[config.mk]
export PLATFORM = sky130hd
export DESIGN_NAME = gpg_spi_arbiter
export DESIGN_NICKNAME = d
export VERILOG_FILES = /design/src/rtl/gpg_spi_arbiter.sv
export SDC_FILE = /design/constraint.sdc
export NUM_CORES = 1
export LEC_CHECK = 0
export ABC_AREA = 0
export CORE_UTILIZATION = 54
export DETAILED_ROUTE_END_ITERATION = 7
export PLACE_DENSITY = 0.85
export SYNTH_ARGS = -nofsm -noshare
export SYNTH_HDL_FRONTEND = slang
export SYNTH_SLANG_ARGS = --single-unit
[constraint.sdc]
create_clock -name clk -period 2.9 [get_ports clk]
set_input_delay 0.58 -clock clk [delete_from_list [all_inputs] [get_ports clk]]
set_output_delay 0.58 -clock clk [all_outputs]
set_load 0.03 [all_outputs]
[src/rtl/gpg_spi_arbiter.sv]
`default_nettype none
// ============================================================================
//  Module   : gpg_spi_arbiter
//  Purpose  : Two-requester round-robin arbiter that turns a captured
//             (cmd, port, value) request into a 5-byte GoPiGo3 SPI frame
//             ADDR, cmd, port, val[15:8], val[7:0]. Each byte is handed to
//             an external SPI byte master through spi_start/spi_data, and
//             the block waits for that master's spi_busy to rise and fall.
//             Slave select is framed by a setup and a hold interval. A busy
//             line that never rises aborts the frame.
//  Ports    : clk, rst          - clock, synchronous active-high reset
//             req/cmd/port/val  - requester 0 and 1 inputs
//             ack0, ack1, err   - one-cycle completion / abort pulses
//             gnt, active       - granted requester, frame in progress
//             ssbar             - SPI slave select (active low)
//             spi_start/data    - byte-send handshake to the SPI master
//             spi_busy          - SPI byte master busy
//  Revision : 1.0 - initial release
// ============================================================================
module gpg_spi_arbiter #(
  parameter logic [7:0] ADDR        = 8'h08,
  parameter int         STARTUP_CYC = 500,
  parameter int         SS_SETUP    = 64,
  parameter int         SS_HOLD     = 12,
  parameter int         BUSY_TO     = 255
) (
  input  logic        clk,
  input  logic        rst,
  input  logic        req0,
  input  logic [7:0]  cmd0,
  input  logic [7:0]  port0,
  input  logic [15:0] val0,
  input  logic        req1,
  input  logic [7:0]  cmd1,
  input  logic [7:0]  port1,
  input  logic [15:0] val1,
  output logic        ack0,
  output logic        ack1,
  output logic        err,
  output logic        gnt,
  output logic        active,
  output logic        ssbar,
  output logic        spi_start,
  output logic [7:0]  spi_data,
  input  logic        spi_busy
);

  typedef enum logic [2:0] {
    ST_IDLE      = 3'd0,
    ST_SETUP     = 3'd1,
    ST_SEND      = 3'd2,
    ST_WAIT_BUSY = 3'd3,
    ST_WAIT_DONE = 3'd4,
    ST_HOLD      = 3'd5,
    ST_ABORT     = 3'd6
  } state_t;

  // Startup counter runs 0 .. STARTUP_CYC-1 and then parks.
  localparam int c_su_w = (STARTUP_CYC > 1) ? $clog2(STARTUP_CYC) : 1;
  localparam logic [c_su_w-1:0] c_su_last = c_su_w'(STARTUP_CYC - 1);
  localparam logic [c_su_w-1:0] c_su_one  = c_su_w'(1);

  // One shared interval counter serves SETUP, HOLD and the busy timeout.
  localparam int c_cnt_max = (SS_SETUP > SS_HOLD)
                             ? ((SS_SETUP > BUSY_TO) ? SS_SETUP : BUSY_TO)
                             : ((SS_HOLD  > BUSY_TO) ? SS_HOLD  : BUSY_TO);
  localparam int c_cnt_w = (c_cnt_max > 1) ? $clog2(c_cnt_max) : 1;
  localparam logic [c_cnt_w-1:0] c_setup_last = c_cnt_w'(SS_SETUP - 1);
  localparam logic [c_cnt_w-1:0] c_hold_last  = c_cnt_w'(SS_HOLD - 1);
  localparam logic [c_cnt_w-1:0] c_busy_last  = c_cnt_w'(BUSY_TO - 1);
  localparam logic [c_cnt_w-1:0] c_cnt_one    = c_cnt_w'(1);

  state_t              state_q, state_d;
  logic [c_su_w-1:0]   su_cnt_q, su_cnt_d;
  logic [c_cnt_w-1:0]  cnt_q, cnt_d;
  logic [2:0]          idx_q, idx_d;
  logic [7:0]          cmd_q, cmd_d;
  logic [7:0]          port_q, port_d;
  logic [15:0]         val_q, val_d;
  logic                gnt_q, gnt_d;
  logic                last_q, last_d;
  logic                ssbar_q, ssbar_d;
  logic                spi_start_q, spi_start_d;
  logic [7:0]          spi_data_q, spi_data_d;
  logic                ack0_q, ack0_d;
  logic                ack1_q, ack1_d;
  logic                err_q, err_d;
  logic                active_q, active_d;

  logic                su_done;
  logic                win;
  logic [7:0]          byte_sel;

  assign su_done = (su_cnt_q == c_su_last);
  // On a tie the requester that was not served last wins; otherwise the
  // only active requester wins.
  assign win     = (req0 & req1) ? ~last_q : req1;

  always_comb begin
    state_d  = state_q;
    su_cnt_d = su_cnt_q;
    cnt_d    = cnt_q;
    idx_d    = idx_q;
    cmd_d    = cmd_q;
    port_d   = port_q;
    val_d    = val_q;
    gnt_d    = gnt_q;
    last_d   = last_q;
    ack0_d   = 1'b0;
    ack1_d   = 1'b0;
    err_d    = 1'b0;
    byte_sel = 8'h00;

    if (!su_done) begin
      su_cnt_d = su_cnt_q + c_su_one;
    end

    case (state_q)
      ST_IDLE: begin
        idx_d = 3'd0;
        cnt_d = '0;
        if (su_done && (req0 | req1)) begin
          gnt_d   = win;
          last_d  = win;
          cmd_d   = win ? cmd1  : cmd0;
          port_d  = win ? port1 : port0;
          val_d   = win ? val1  : val0;
          state_d = ST_SETUP;
        end
      end
      ST_SETUP: begin
        if (cnt_q == c_setup_last) begin
          cnt_d   = '0;
          state_d = ST_SEND;
        end else begin
          cnt_d = cnt_q + c_cnt_one;
        end
      end
      ST_SEND: begin
        cnt_d   = '0;
        state_d = ST_WAIT_BUSY;
      end
      ST_WAIT_BUSY: begin
        // Busy is checked as a level, so a master that is already busy in
        // the SEND cycle is accepted on the first WAIT_BUSY cycle.
        if (spi_busy) begin
          state_d = ST_WAIT_DONE;
        end else if (cnt_q == c_busy_last) begin
          state_d = ST_ABORT;
          err_d   = 1'b1;
          ack0_d  = ~gnt_q;
          ack1_d  = gnt_q;
        end else begin
          cnt_d = cnt_q + c_cnt_one;
        end
      end
      ST_WAIT_DONE: begin
        if (!spi_busy) begin
          if (idx_q < 3'd4) begin
            idx_d   = idx_q + 3'd1;
            state_d = ST_SEND;
          end else begin
            idx_d   = 3'd0;
            cnt_d   = '0;
            state_d = ST_HOLD;
          end
        end
      end
      ST_HOLD: begin
        if (cnt_q == c_hold_last) begin
          cnt_d   = '0;
          state_d = ST_IDLE;
          ack0_d  = ~gnt_q;
          ack1_d  = gnt_q;
        end else begin
          cnt_d = cnt_q + c_cnt_one;
        end
      end
      ST_ABORT: begin
        idx_d   = 3'd0;
        cnt_d   = '0;
        state_d = ST_IDLE;
      end
      default: begin
        idx_d   = 3'd0;
        cnt_d   = '0;
        state_d = ST_IDLE;
      end
    endcase

    // Byte selected by the index the next state will use; only driven out
    // while a SEND cycle is coming up.
    case (idx_d)
      3'd0:    byte_sel = ADDR;
      3'd1:    byte_sel = cmd_q;
      3'd2:    byte_sel = port_q;
      3'd3:    byte_sel = val_q[15:8];
      3'd4:    byte_sel = val_q[7:0];
      default: byte_sel = 8'h00;
    endcase

    // Outputs are decoded from the next state so the registered versions
    // line up exactly with the registered state.
    ssbar_d     = (state_d == ST_IDLE) || (state_d == ST_ABORT);
    spi_start_d = (state_d == ST_SEND);
    spi_data_d  = spi_start_d ? byte_sel : 8'h00;
    active_d    = (state_d != ST_IDLE);
  end

  always_ff @(posedge clk) begin
    if (rst) begin
      state_q     <= ST_IDLE;
      su_cnt_q    <= '0;
      cnt_q       <= '0;
      idx_q       <= 3'd0;
      cmd_q       <= 8'h00;
      port_q      <= 8'h00;
      val_q       <= 16'h0000;
      gnt_q       <= 1'b0;
      last_q      <= 1'b1;  // requester 0 wins the first tie
      ssbar_q     <= 1'b1;
      spi_start_q <= 1'b0;
      spi_data_q  <= 8'h00;
      ack0_q      <= 1'b0;
      ack1_q      <= 1'b0;
      err_q       <= 1'b0;
      active_q    <= 1'b0;
    end else begin
      state_q     <= state_d;
      su_cnt_q    <= su_cnt_d;
      cnt_q       <= cnt_d;
      idx_q       <= idx_d;
      cmd_q       <= cmd_d;
      port_q      <= port_d;
      val_q       <= val_d;
      gnt_q       <= gnt_d;
      last_q      <= last_d;
      ssbar_q     <= ssbar_d;
      spi_start_q <= spi_start_d;
      spi_data_q  <= spi_data_d;
      ack0_q      <= ack0_d;
      ack1_q      <= ack1_d;
      err_q       <= err_d;
      active_q    <= active_d;
    end
  end

  assign ack0      = ack0_q;
  assign ack1      = ack1_q;
  assign err       = err_q;
  assign gnt       = gnt_q;
  assign active    = active_q;
  assign ssbar     = ssbar_q;
  assign spi_start = spi_start_q;
  assign spi_data  = spi_data_q;

endmodule
`default_nettype wire

---- Word-level counts from Yosys, hierarchy flattened ----
Cells that the tools add are included.
storage, ports and cells
  memories kept ........................... 0
  bits in latches ......................... 0
  word-level logic and storage cells ...... 88
  input port bits ......................... 69
  output and inout bits ................... 15
  bits in registers ....................... 71
  RAM bits ................................ 0
  ROM bits ................................ 0
cells by class
  bitwise gates (word level) .............. 6
  $lt $le $gt $ge ......................... 1
  reductions and logical operators ........ 11
  shifts and indexed selects .............. 0
  div/mod/pow operators ................... 0
  $add $sub $neg .......................... 3
  equality and inequality tests ........... 19
  mux-type cells .......................... 32
  multipliers ............................. 0
operator list
  kind                                                  count
  2-to-1 mux 8 bit                                      8
  one-hot mux 8 bit (5 select lines)                    1
  one-hot mux 8 bit (4 select lines)                    1
  2-to-1 mux 3 bit                                      9
  one-hot mux 3 bit (6 select lines)                    1
  2-to-1 mux 16 bit                                     1
  equality test 3 x 2 -> 1 bit (second input constant)  5
  equality test 3 bit (second input constant)           4
  adder 9 x 1 -> 9 bit (second input constant)          1
  equality test 9 bit (second input constant)           1
  zero test 3 bit                                       3
  adder 8 x 1 -> 8 bit (second input constant)          1
  equality test 8 x 4 -> 1 bit (second input constant)  1
  equality test 8 x 6 -> 1 bit (second input constant)  1
  equality test 8 bit (second input constant)           1
  2-to-1 mux 1 bit                                      8
  inequality test 2 bit (second input constant)         4
  equality test 3 x 1 -> 1 bit (second input constant)  2
  one-hot mux 3 bit (2 select lines)                    1
  inverter 1 bit                                        4
  one-hot mux 1 bit (2 select lines)                    2
  AND reduction 4 bit                                   1
  OR reduction 4 bit                                    1
  adder 3 x 1 -> 3 bit (second input constant)          1
  9 further kinds                                       9

---- Longest topological paths before layout ----
Gate-level depths: netlist of run 1.
  depth in word-level cells ............... 7
  mapped depth ............................ 7
  gate-level depth less buffers ........... 7

---- Worst setup path before layout of run 1 ----
No wires, ideal clock.
  path type ............................... input -> register
  from .................................... input spi_busy
  to ...................................... register spi_data_q[4], in the netlist spi_data[4]
  setup time .............................. 0.091 ns
  required time ........................... 2.809 ns
  stages .................................. 6
  setup slack ............................. 0.910 ns
  path buffers ............................ 1
  arrival time ............................ 1.899 ns
  cells stage by stage .................... buf_2 and2_1 o21a_1 nor4_4 nand3_1 a311oi_1
on the way
  longest elaborated chain between the ends .. 5
  elaborated cells between the ends (all ways) .. 14
  classes of those cells .................. eq/ne (5); mux (6); bitwise (1); reduce/logical (2)
ends and longest elaborated chain
  what                                 line      text
  from (decl)                          45        input logic spi_busy
  2-to-1 mux 3 bit (on tied branches)  158, 146
  one-hot mux 3 bit (6 select lines)   118       case (state_q)
  equality test 3 x 2 -> 1 bit         205       spi_start_d = (state_d == ST_SEND);
  inverter 1 bit (no line)             -
  OR reduction 2 bit (no line)         -
  to (signal assigned)                 240       spi_data_q <= spi_data_d;
  to (decl)                            84        logic [7:0] spi_data_q, spi_data_d;
Several ways; a longest one is shown, not always the timed one.
A chain may end at the register's enable or synchronous reset.

---- Final worst setup path of run 1 ----
Ends and elaborated chain as after synthesis.

==> results of run 1 <==
==> layout by cell type (no fill, tap or decap), types with 5 or more instances in the layout <==
cell type        instances
nand2_1                  8
clkbuf_8                11
a211o_1                  5
and2_1                   5
xor2_1                   7
a21oi_1                  9
a211oi_1                33
nor2_1                  59
dfxtp_1                 71
clkdlybuf4s50_1         83
o21ai_1                  6
buf_4                    6
nand3_1                 19
and3_1                  10
o211ai_1                 7
o21ai_0                  5
inv_1                    7
mux2i_1                 36
nand4_1                  5
==> flip-flops by register name, indices dropped and copies added, names as in the netlist, 3 cells and up <==
signal and flops:
cmd_q 8, cnt_q 8, idx_q 3, port_q 8, spi_data 8, state_q 3, su_cnt_q 9, val_q 16
==> metal layers <==
layer | vias up | wire (µm) | part of all wire, % | GRT usage, %
li1 | 1615 | - | - | -
met1 | 1554 | 3738 | 42 | 31.68
met2 | 139 | 4277 | 48 | 43.74
met3 | 22 | 583 | 6.6 | 7.221
met4 | 0 | 230 | 2.6 | 11.29
met5 | - | 0 | 0 | 0
==> critical path, stage by stage <==
cell and delay (ns):
clkdlybuf4s50_1 0.62, or3_4 0.21, o311ai_1 0.10, nor2_1 0.79
nor2_2 0.21, a311oi_1 0.39
==> kinds of logic after synthesis <==
group,synth area share [%]
flip-flops,39.17
adder cells (fa/ha/maj),1.379
AND/OR/NAND/NOR,21.55
buffers and inverters,4.138
XOR/XNOR,2.414
AO/OA/AOI/OAI,21.10
multiplexers,10.24
==> stage by stage <==
step / total power, W / worst slack (ns) / util (%) / hold slack, ns
after floorplan: 0.001065 / 0.9096 / - / 0.4541
after global placement: 0.001167 / 0.2192 / 70.19 / 0.4515
after detailed placement: 0.001171 / 0.1019 / 70.19 / 0.4594
after CTS: 0.001976 / 0.3585 / 73.39 / 0.4759
after global routing: 0.002031 / 0.1210 / 73.39 / 0.5013
final: 0.001968 / 0.2422 / 73.39 / 0.4771
==> power by group <==
group / total, W / internal, W / switching (W)
Clock: 0.000821 / 0.000442 / 0.000379
Sequential: 0.000980 / 0.000978 / 0.00000262
Combinational: 0.000167 / 0.000111 / 0.0000562
==> final cells by class <==
type                       instances  area (µm²)
multi-input combinational        288        2068
fill                             481        1709
sequential                        71        1421
timing repair buffer              90       895.9
clock buffer                      11       151.4
tap                               77       96.34
clock inverter                     4       53.80
inverter                           7       26.28
==> worst paths after layout <==
path | start | to | slack (ns) | depth (start not counted)
worst max-delay path | spi_busy | spi_data[4]$_SDFF_PP0_ | 0.24 | 6
worst min-delay path | gnt$_SDFFE_PP0P_ | ack0$_SDFF_PP0_ | 0.48 | 1
worst max register to register | state_q[1]$_SDFF_PP0_ | spi_data[4]$_SDFF_PP0_ | 0.27 | 5
worst min register to register | gnt$_SDFFE_PP0P_ | ack0$_SDFF_PP0_ | 0.48 | 1
==> results.py, run 1 <==
metrics = {
    "pwr": {
        "peakVddDrop_mv": 0.2780,
        "p_per_area_mw_per_mm2": 417.6,
        "p_leak_nw": 1.580,
    },
    "drt": {
        "routed_wl_mm": 8.830,
        "via_per_inst": 6.077,
        "first_pass_iters": 5,
        "drc": 0,
        "num_vias": 3330,
        "avgRoutedWirePerCell_um": 16.11,
        "postRouteAntennaNets": 0,
        "drtIter0Drc": 215,
    },
    "finish": {
        "n_antenna_cell": 0,
        "drive_gt1_share_pct": 8.917,
        "fin_area_mm2": 0.004713,
        "area_growth_pct": 29.90,
        "fin_nets": 540,
        "fin_cells": 548,
    },
    "critical_path": {
        "critPathKind": "input port to register",
        "crit_fanout": 14,
        "arrival_ns": 2.90,
        "crit_path_end_kind": "register",
        "start_kind": "input port",
        "crit_required_ns": 3.14,
    },
    "yosys": {
        "yosysMostFrequentCell": "dfxtp_1",
        "ys_ff_latch": 71,
        "synth-edff-count": 0,
        "yosysSeqAreaShare_pct": 39.17,
        "synth_ff_type": "dfxtp_1",
        "syn_area_mm2": 0.003628,
        "async_reset_ff_share_pct": 0,
        "synth_top_area_cell": "dfxtp_1",
        "synth_top_cell_area_share_pct": 39.17,
        "synth_commonest_cells": "71 x dfxtp_1, 59 x nor2_1, 36 x mux2i_1, 33 x a211oi_1, 19 x nand3_1",
        "syn_inst": 391,
        "synthTopCellsByArea": "dfxtp_1 39%, mux2i_1 9.9%, a211oi_1 6.8%, nor2_1 6.1%, nand3_1 2.6%",
        "synth.avg_cell_area_um2": 9.280,
        "ys_types": 62,
        "yosys_warnings": 0,
        "syn-num-nets": 464,
    },
    "outcome": {
        "status": "finished clean",
    },
    "die": {
        "rows": 29,
        "die_x_um": 83.97,
        "die_area_mm2": 0.007051,
        "pin_count": 84,
        "fp.dieH_um": 83.97,
        "start_util_pct": 56.50,
        "core_area_mm2": 0.006422,
    },
    "sta": {
        "rsz0062_at_grt": "no",
        "post-route-period-util_pct": 91.65,
        "finalHoldViolCount": 0,
        "maxSlewViolCount": 0,
        "fmax_mhz": 376.3,
        "tightest_slew_ns": 1.028,
        "slew_headroom_pct": 31.21,
        "fin_skew_ns": 0.006123,
        "fin_crit_ns": 2.658,
        "tns_ns": 0,
        "setup_viol": 0,
    },
    "grt": {
        "grt_pass1_vias": 3170,
        "antenna_found_initial": 0,
        "grt_pass1_wl_mm": 14.59,
        "globalRoute.totalOverflow": 0,
        "grt_max_degree": 69,
        "grt_usage_pct": 26.25,
    },
    "placed_design": {
        "hpwlAfterDp_mm": 6.067,
        "port_buffers": 83,
        "placed_cells": 533,
        "place_congestion": 0.8595,
        "placed_area_mm2": 0.004508,
    },
    "clock_network": {
        "cts_sinks": 71,
        "insertion_delay_ns": 0.36,
        "cts.path.max_buffers": 2,
        "cts_resized": 0,
        "cts_tree": "yes",
        "cts_hold_buf": 0,
        "root_buffer": "clkbuf_8",
        "htreeDepth": 3,
        "post_cts_buffers": 0,
        "clk_pin_slew_worst_paths_ns": 0.07,
        "cts_buffers": 9,
    },
    "flow_run": {
        "drv_cap": 0,
    },
    "worst_hold_path": {
        "hold_class": "register to register",
    },
}
Note: power is estimated with default switching activity, not from simulation.
==> run 2: changes to the inputs <==
PLACE_DENSITY = 0.95   (was 0.85)
==> results.py, run 2 (synthesis gave the netlist of run 1 again) <==
metrics = {
    "drt": {
        "routed_wl_mm": 8.747,
        "wl_met2_mm": 4.328,
        "via_per_inst": 6.120,
        "postRouteAntennaNets": 0,
        "route.met3.wl_um": 523,
        "num_vias": 3354,
        "first_pass_iters": 7,
        "avgRoutedWirePerCell_um": 15.96,
        "drc": 2,
        "drtIter0Drc": 281,
        "wl_met1_mm": 3.677,
        "top_layer_used": "met4",
    },
    "placed_design": {
        "place_congestion": 0.9001,
        "hpwlAfterDp_mm": 6.349,
        "placed_area_mm2": 0.004496,
        "port_buffers": 83,
    },
    "die": {
        "rows": 29,
        "die_x_um": 83.97,
        "die_area_mm2": 0.007051,
        "start_util_pct": 56.50,
        "core_area_mm2": 0.006422,
        "pin_count": 84,
        "fp.dieH_um": 83.97,
    },
    "sta": {
        "fin_crit_ns": 2.562,
        "setup_viol": 0,
        "maxSlewViolCount": 0,
        "rsz0062_at_grt": "no",
        "post-route-period-util_pct": 88.36,
        "fmax_mhz": 390.3,
        "tns_ns": 0,
        "tightest_slew_ns": 0.9501,
        "slew_headroom_pct": 36.43,
        "finalHoldViolCount": 0,
        "fin_skew_ns": 0.01010,
    },
    "critical_path": {
        "rr_endpoint": "spi_data[7]$_SDFF_PP0_",
        "r2r.worst_path.cells": 5,
        "path_cells": "clkdlybuf4s50_1, or3_4, o311ai_1, nor2_1, nor2_2, a311oi_1",
        "crit_fanout": 14,
        "cp_num_buf_inv": 1,
        "reg2reg_slack_ns": 0.36,
        "crit_required_ns": 3.16,
        "critPathKind": "input port to register",
        "crit_path_max_incr_delay_ns": 0.74,
        "start_kind": "input port",
        "crit_path_top_delay_cell": "nor2_1",
        "crit_path_end_kind": "register",
        "cp_top_family": "simple AND/OR/NAND/NOR gates",
        "arrival_ns": 2.82,
        "r2r_start": "state_q[1]$_SDFF_PP0_",
    },
    "clock_network": {
        "cts_tree": "yes",
        "cts_hold_buf": 0,
        "insertion_delay_ns": 0.35,
        "htreeDepth": 3,
        "cts_resized": 0,
        "cts_buffers": 9,
        "cts_sinks": 71,
        "cts.path.max_buffers": 2,
        "post_cts_buffers": 0,
        "root_buffer": "clkbuf_8",
        "clk_pin_slew_worst_paths_ns": 0.08,
    },
    "finish": {
        "area_growth_pct": 28.83,
        "largest_register_ffs": 16,
        "fin_area_mm2": 0.004674,
        "regMostFlops": "val_q",
        "layout_commonest_cell": "clkdlybuf4s50_1",
        "layout_common_cells": "82 x clkdlybuf4s50_1, 71 x dfxtp_1, 59 x nor2_1",
        "largestRegisters": "val_q (16), su_cnt_q (9)",
        "register_area_mm2": 0.001421,
        "drive_gt1_share_pct": 9.130,
        "multi_input_area_mm2": 0.002068,
        "fin_nets": 539,
        "n_antenna_cell": 0,
        "utilization_pct": 72.78,
        "fillers": 438,
    },
    "worst_hold_path": {
        "worstHoldEndpoint": "ack0$_SDFF_PP0_",
        "hold_class": "register to register",
        "whs_path_depth": 1,
        "hold_path.startpoint": "gnt$_SDFFE_PP0P_",
    },
    "grt": {
        "grt_usage_pct": 25.58,
        "grt_pass1_wl_mm": 14.30,
        "grt_pass1_vias": 3095,
        "globalRoute.totalOverflow": 0,
        "antenna_found_initial": 0,
        "grt_max_degree": 52,
    },
    "outcome": {
        "violations": "DRC",
        "status": "finished with violations",
    },
    "pwr": {
        "peakVddDrop_mv": 0.2297,
        "p_per_area_mw_per_mm2": 400.0,
        "p_leak_nw": 1.566,
        "p_total_w": 0.001870,
    },
    "flow_run": {
        "drv_cap": 0,
    },
}
run 2: worst max path at each step:
stage	startpoint	end	slack (ns)	cells after the start
after floorplan	spi_busy	spi_data[4]$_SDFF_PP0_	0.91	6
after global placement	spi_busy	spi_data[2]$_SDFF_PP0_	0.23	6
after detailed placement	spi_busy	spi_data[7]$_SDFF_PP0_	0.05	6
after CTS	spi_busy	spi_data[7]$_SDFF_PP0_	0.42	6
after global routing	state_q[1]$_SDFF_PP0_	spi_data[7]$_SDFF_PP0_	0.19	5
final	spi_busy	spi_data[7]$_SDFF_PP0_	0.34	6
run 2: report_power, final:
group          switching (W)  total [W]  leakage, nW  internal, W
clock network       0.000403   0.000722       0.0866     0.000319
registers         0.00000284   0.000980        0.572     0.000977
logic              0.0000580   0.000168        0.907     0.000110
run 2: worst reg2reg max path: stages (launching register included):
cell and delay (ns):
dfxtp_1 0.68, nand2b_1 0.33, o311ai_1 0.15, nor2_1 0.74
nor2_2 0.21, a311oi_1 0.34
run 2: final cells by class:
cell class              instances  share of cell area (%)
multi-input cells             288                   44.25
clock inverters                 7                   1.178
inverters                       7                  0.5621
flip-flops and latches         71                   30.41
well taps                      77                   2.061
repair buffers                 89                   18.90
clock buffers                   9                   2.650
run 2: per-layer routing:
metal	vias to the layer above	global-route usage [%]
met5	-	0
met2	154	43.44
met4	0	13.32
met3	23	3.264
met1	1562	31.64
li1	1615	-
run 2: per-stage QoR:
step                      hold slack (ns)  setup slack, ns  cells
after floorplan                    0.4541           0.9096    391
after global placement             0.4475           0.2309    532
after detailed placement           0.4724          0.05124    532
after CTS                          0.4835           0.4158    548
after global routing               0.5035           0.1875    548
final                              0.4779           0.3376    548
==> run 3: changes to the inputs <==
CORE_UTILIZATION = 45   (was 54)
PLACE_DENSITY = default   (was 0.95)
PLACE_DENSITY_LB_ADDON = 0.25   (was default)
SKIP_CTS_REPAIR_TIMING = 1   (was default)
clock period = 2.35 ns   (was 2.9 ns; I/O delays follow)
==> results.py, run 3 (synthesis gave the netlist of run 1 again) <==
metrics = {
    "finish": {
        "layout_commonest_cell": "clkdlybuf4s50_1",
        "utilization_pct": 63.93,
        "regMostFlops": "val_q",
        "largestRegisters": "val_q (16), su_cnt_q (9)",
        "fin_nets": 564,
        "n_antenna_cell": 0,
        "largest_register_ffs": 16,
        "layout_common_cells": "81 x clkdlybuf4s50_1, 71 x dfxtp_1, 59 x nor2_1",
        "drive_gt1_share_pct": 13.71,
        "area_growth_pct": 36.86,
    },
    "sta": {
        "rsz0062_at_grt": "no",
        "fin_skew_ns": 0.01470,
        "fin_crit_ns": 2.174,
        "slew_headroom_pct": 65.57,
        "setup_viol": 0,
        "tns_ns": 0,
        "fmax_mhz": 460.1,
        "maxSlewViolCount": 0,
        "tightest_slew_ns": 0.5158,
        "finalHoldViolCount": 0,
        "post-route-period-util_pct": 92.49,
    },
    "critical_path": {
        "arrival_ns": 2.43,
        "crit_path_end_kind": "register",
        "r2r_start": "state_q[1]$_SDFF_PP0_",
        "crit_required_ns": 2.60,
        "crit_fanout": 13,
        "start_kind": "register",
        "r2r.worst_path.cells": 7,
        "reg2reg_slack_ns": 0.18,
        "critPathKind": "register to register",
        "rr_endpoint": "spi_data[5]$_SDFF_PP0_",
    },
    "drt": {
        "routed_wl_mm": 8.753,
        "drc": 0,
        "num_vias": 3346,
        "first_pass_iters": 5,
        "drtIter0Drc": 190,
        "via_per_inst": 5.595,
        "postRouteAntennaNets": 0,
        "avgRoutedWirePerCell_um": 14.64,
    },
    "die": {
        "rows": 32,
        "start_util_pct": 46.71,
        "fp.dieH_um": 91.80,
        "die_area_mm2": 0.008426,
        "die_x_um": 91.80,
        "core_area_mm2": 0.007767,
        "pin_count": 84,
    },
    "worst_hold_path": {
        "hold_path.startpoint": "rst",
        "worstHoldEndpoint": "ssbar$_SDFF_PP1_",
        "whs_path_depth": 3,
        "hold_class": "input port to register",
    },
    "grt": {
        "antenna_found_initial": 0,
        "grt_pass1_vias": 3102,
        "grt_usage_pct": 21.55,
        "globalRoute.totalOverflow": 0,
        "grt_max_degree": 52,
        "grt_pass1_wl_mm": 14.65,
    },
    "pwr": {
        "p_total_w": 0.002495,
        "peakVddDrop_mv": 0.2477,
        "p_leak_nw": 1.727,
        "p_per_area_mw_per_mm2": 502.4,
    },
    "clock_network": {
        "root_buffer": "clkbuf_8",
        "cts_buffers": 9,
        "clk_pin_slew_worst_paths_ns": 0.08,
        "cts_sinks": 71,
        "cts.path.max_buffers": 2,
        "htreeDepth": 3,
        "insertion_delay_ns": 0.35,
        "cts_tree": "yes",
    },
    "flow_run": {
        "drv_cap": 0,
    },
    "placed_design": {
        "place_congestion": 0.8692,
        "port_buffers": 83,
        "hpwlAfterDp_mm": 6.494,
    },
    "outcome": {
        "status": "finished clean",
    },
}
## run 3: cell count changes in the layout (fill, tap and decap cells not counted), moves of 2 or more
cell / previous run / this run
buf_12: 1 / 3
inv_6: 3 / 1
bufinv_16: 0 / 2
buf_4: 5 / 28
## run 3: stage by stage
stage / area, µm² / setup WS, ns / hold slack (ns) / cells
4_1_cts: 4943 / 0.1044 / 0.4384 / 596
2_1_floorplan: 3628 / 0.4205 / 0.4541 / 391
6_report: 4966 / 0.1765 / 0.4470 / 598
3_3_place_gp: 4725 / -0.1575 / 0.4517 / 580
5_1_grt: 4966 / 0.04976 / 0.4569 / 598
3_5_place_dp: 4725 / -0.2581 / 0.4669 / 580
## run 3: metal layers
layer	wire (µm)	share of wire [%]	global-route usage, %	vias to the layer above
met5	0	0	0	-
met4	120	1.4	8.203	0
met3	463	5.3	2.985	9
met2	4258	49	35.65	103
met1	3911	45	28.50	1564
li1	-	-	-	1670
## run 3: report_power, final
part | switching [W] | total [W] | internal, W
sequential | 0.00000339 | 0.00121 | 0.00121
clock | 0.000476 | 0.00107 | 0.000599
combinational | 0.0000707 | 0.000211 | 0.000140
total | 0.000550 | 0.00250 | 0.00194
## run 3: critical path, cell delays in order, from the launching register on
cell      delay [ns]
dfxtp_1         0.57
nand2b_1        0.32
o311ai_4        0.18
buf_4           0.19
nor4_4          0.25
buf_4           0.20
nand3_1         0.09
a311oi_1        0.29
## run 3: final cells by class
class / count / area (µm²)
Clock inverter: 7 / 95.09
Multi-Input combinational cell: 288 / 2073
Fill cell: 658 / 2801
Clock buffer: 9 / 123.9
Inverter: 7 / 26.28
Tap cell: 102 / 127.6
Timing Repair Buffer: 114 / 1099
Sequential cell: 71 / 1421
## run 3: how the worst max path moves through the flow
stage,from,slack [ns],depth (start not counted),endpoint
floorplan,idx_q[0]$_SDFF_PP0_,0.42,6,spi_data[4]$_SDFF_PP0_
global placement,spi_busy,-0.16,7,spi_data[6]$_SDFF_PP0_
detailed placement,spi_busy,-0.26,7,spi_data[5]$_SDFF_PP0_
CTS,spi_busy,0.10,7,spi_data[5]$_SDFF_PP0_
global route,state_q[1]$_SDFF_PP0_,0.05,7,spi_data[5]$_SDFF_PP0_
finish,state_q[1]$_SDFF_PP0_,0.18,7,spi_data[5]$_SDFF_PP0_
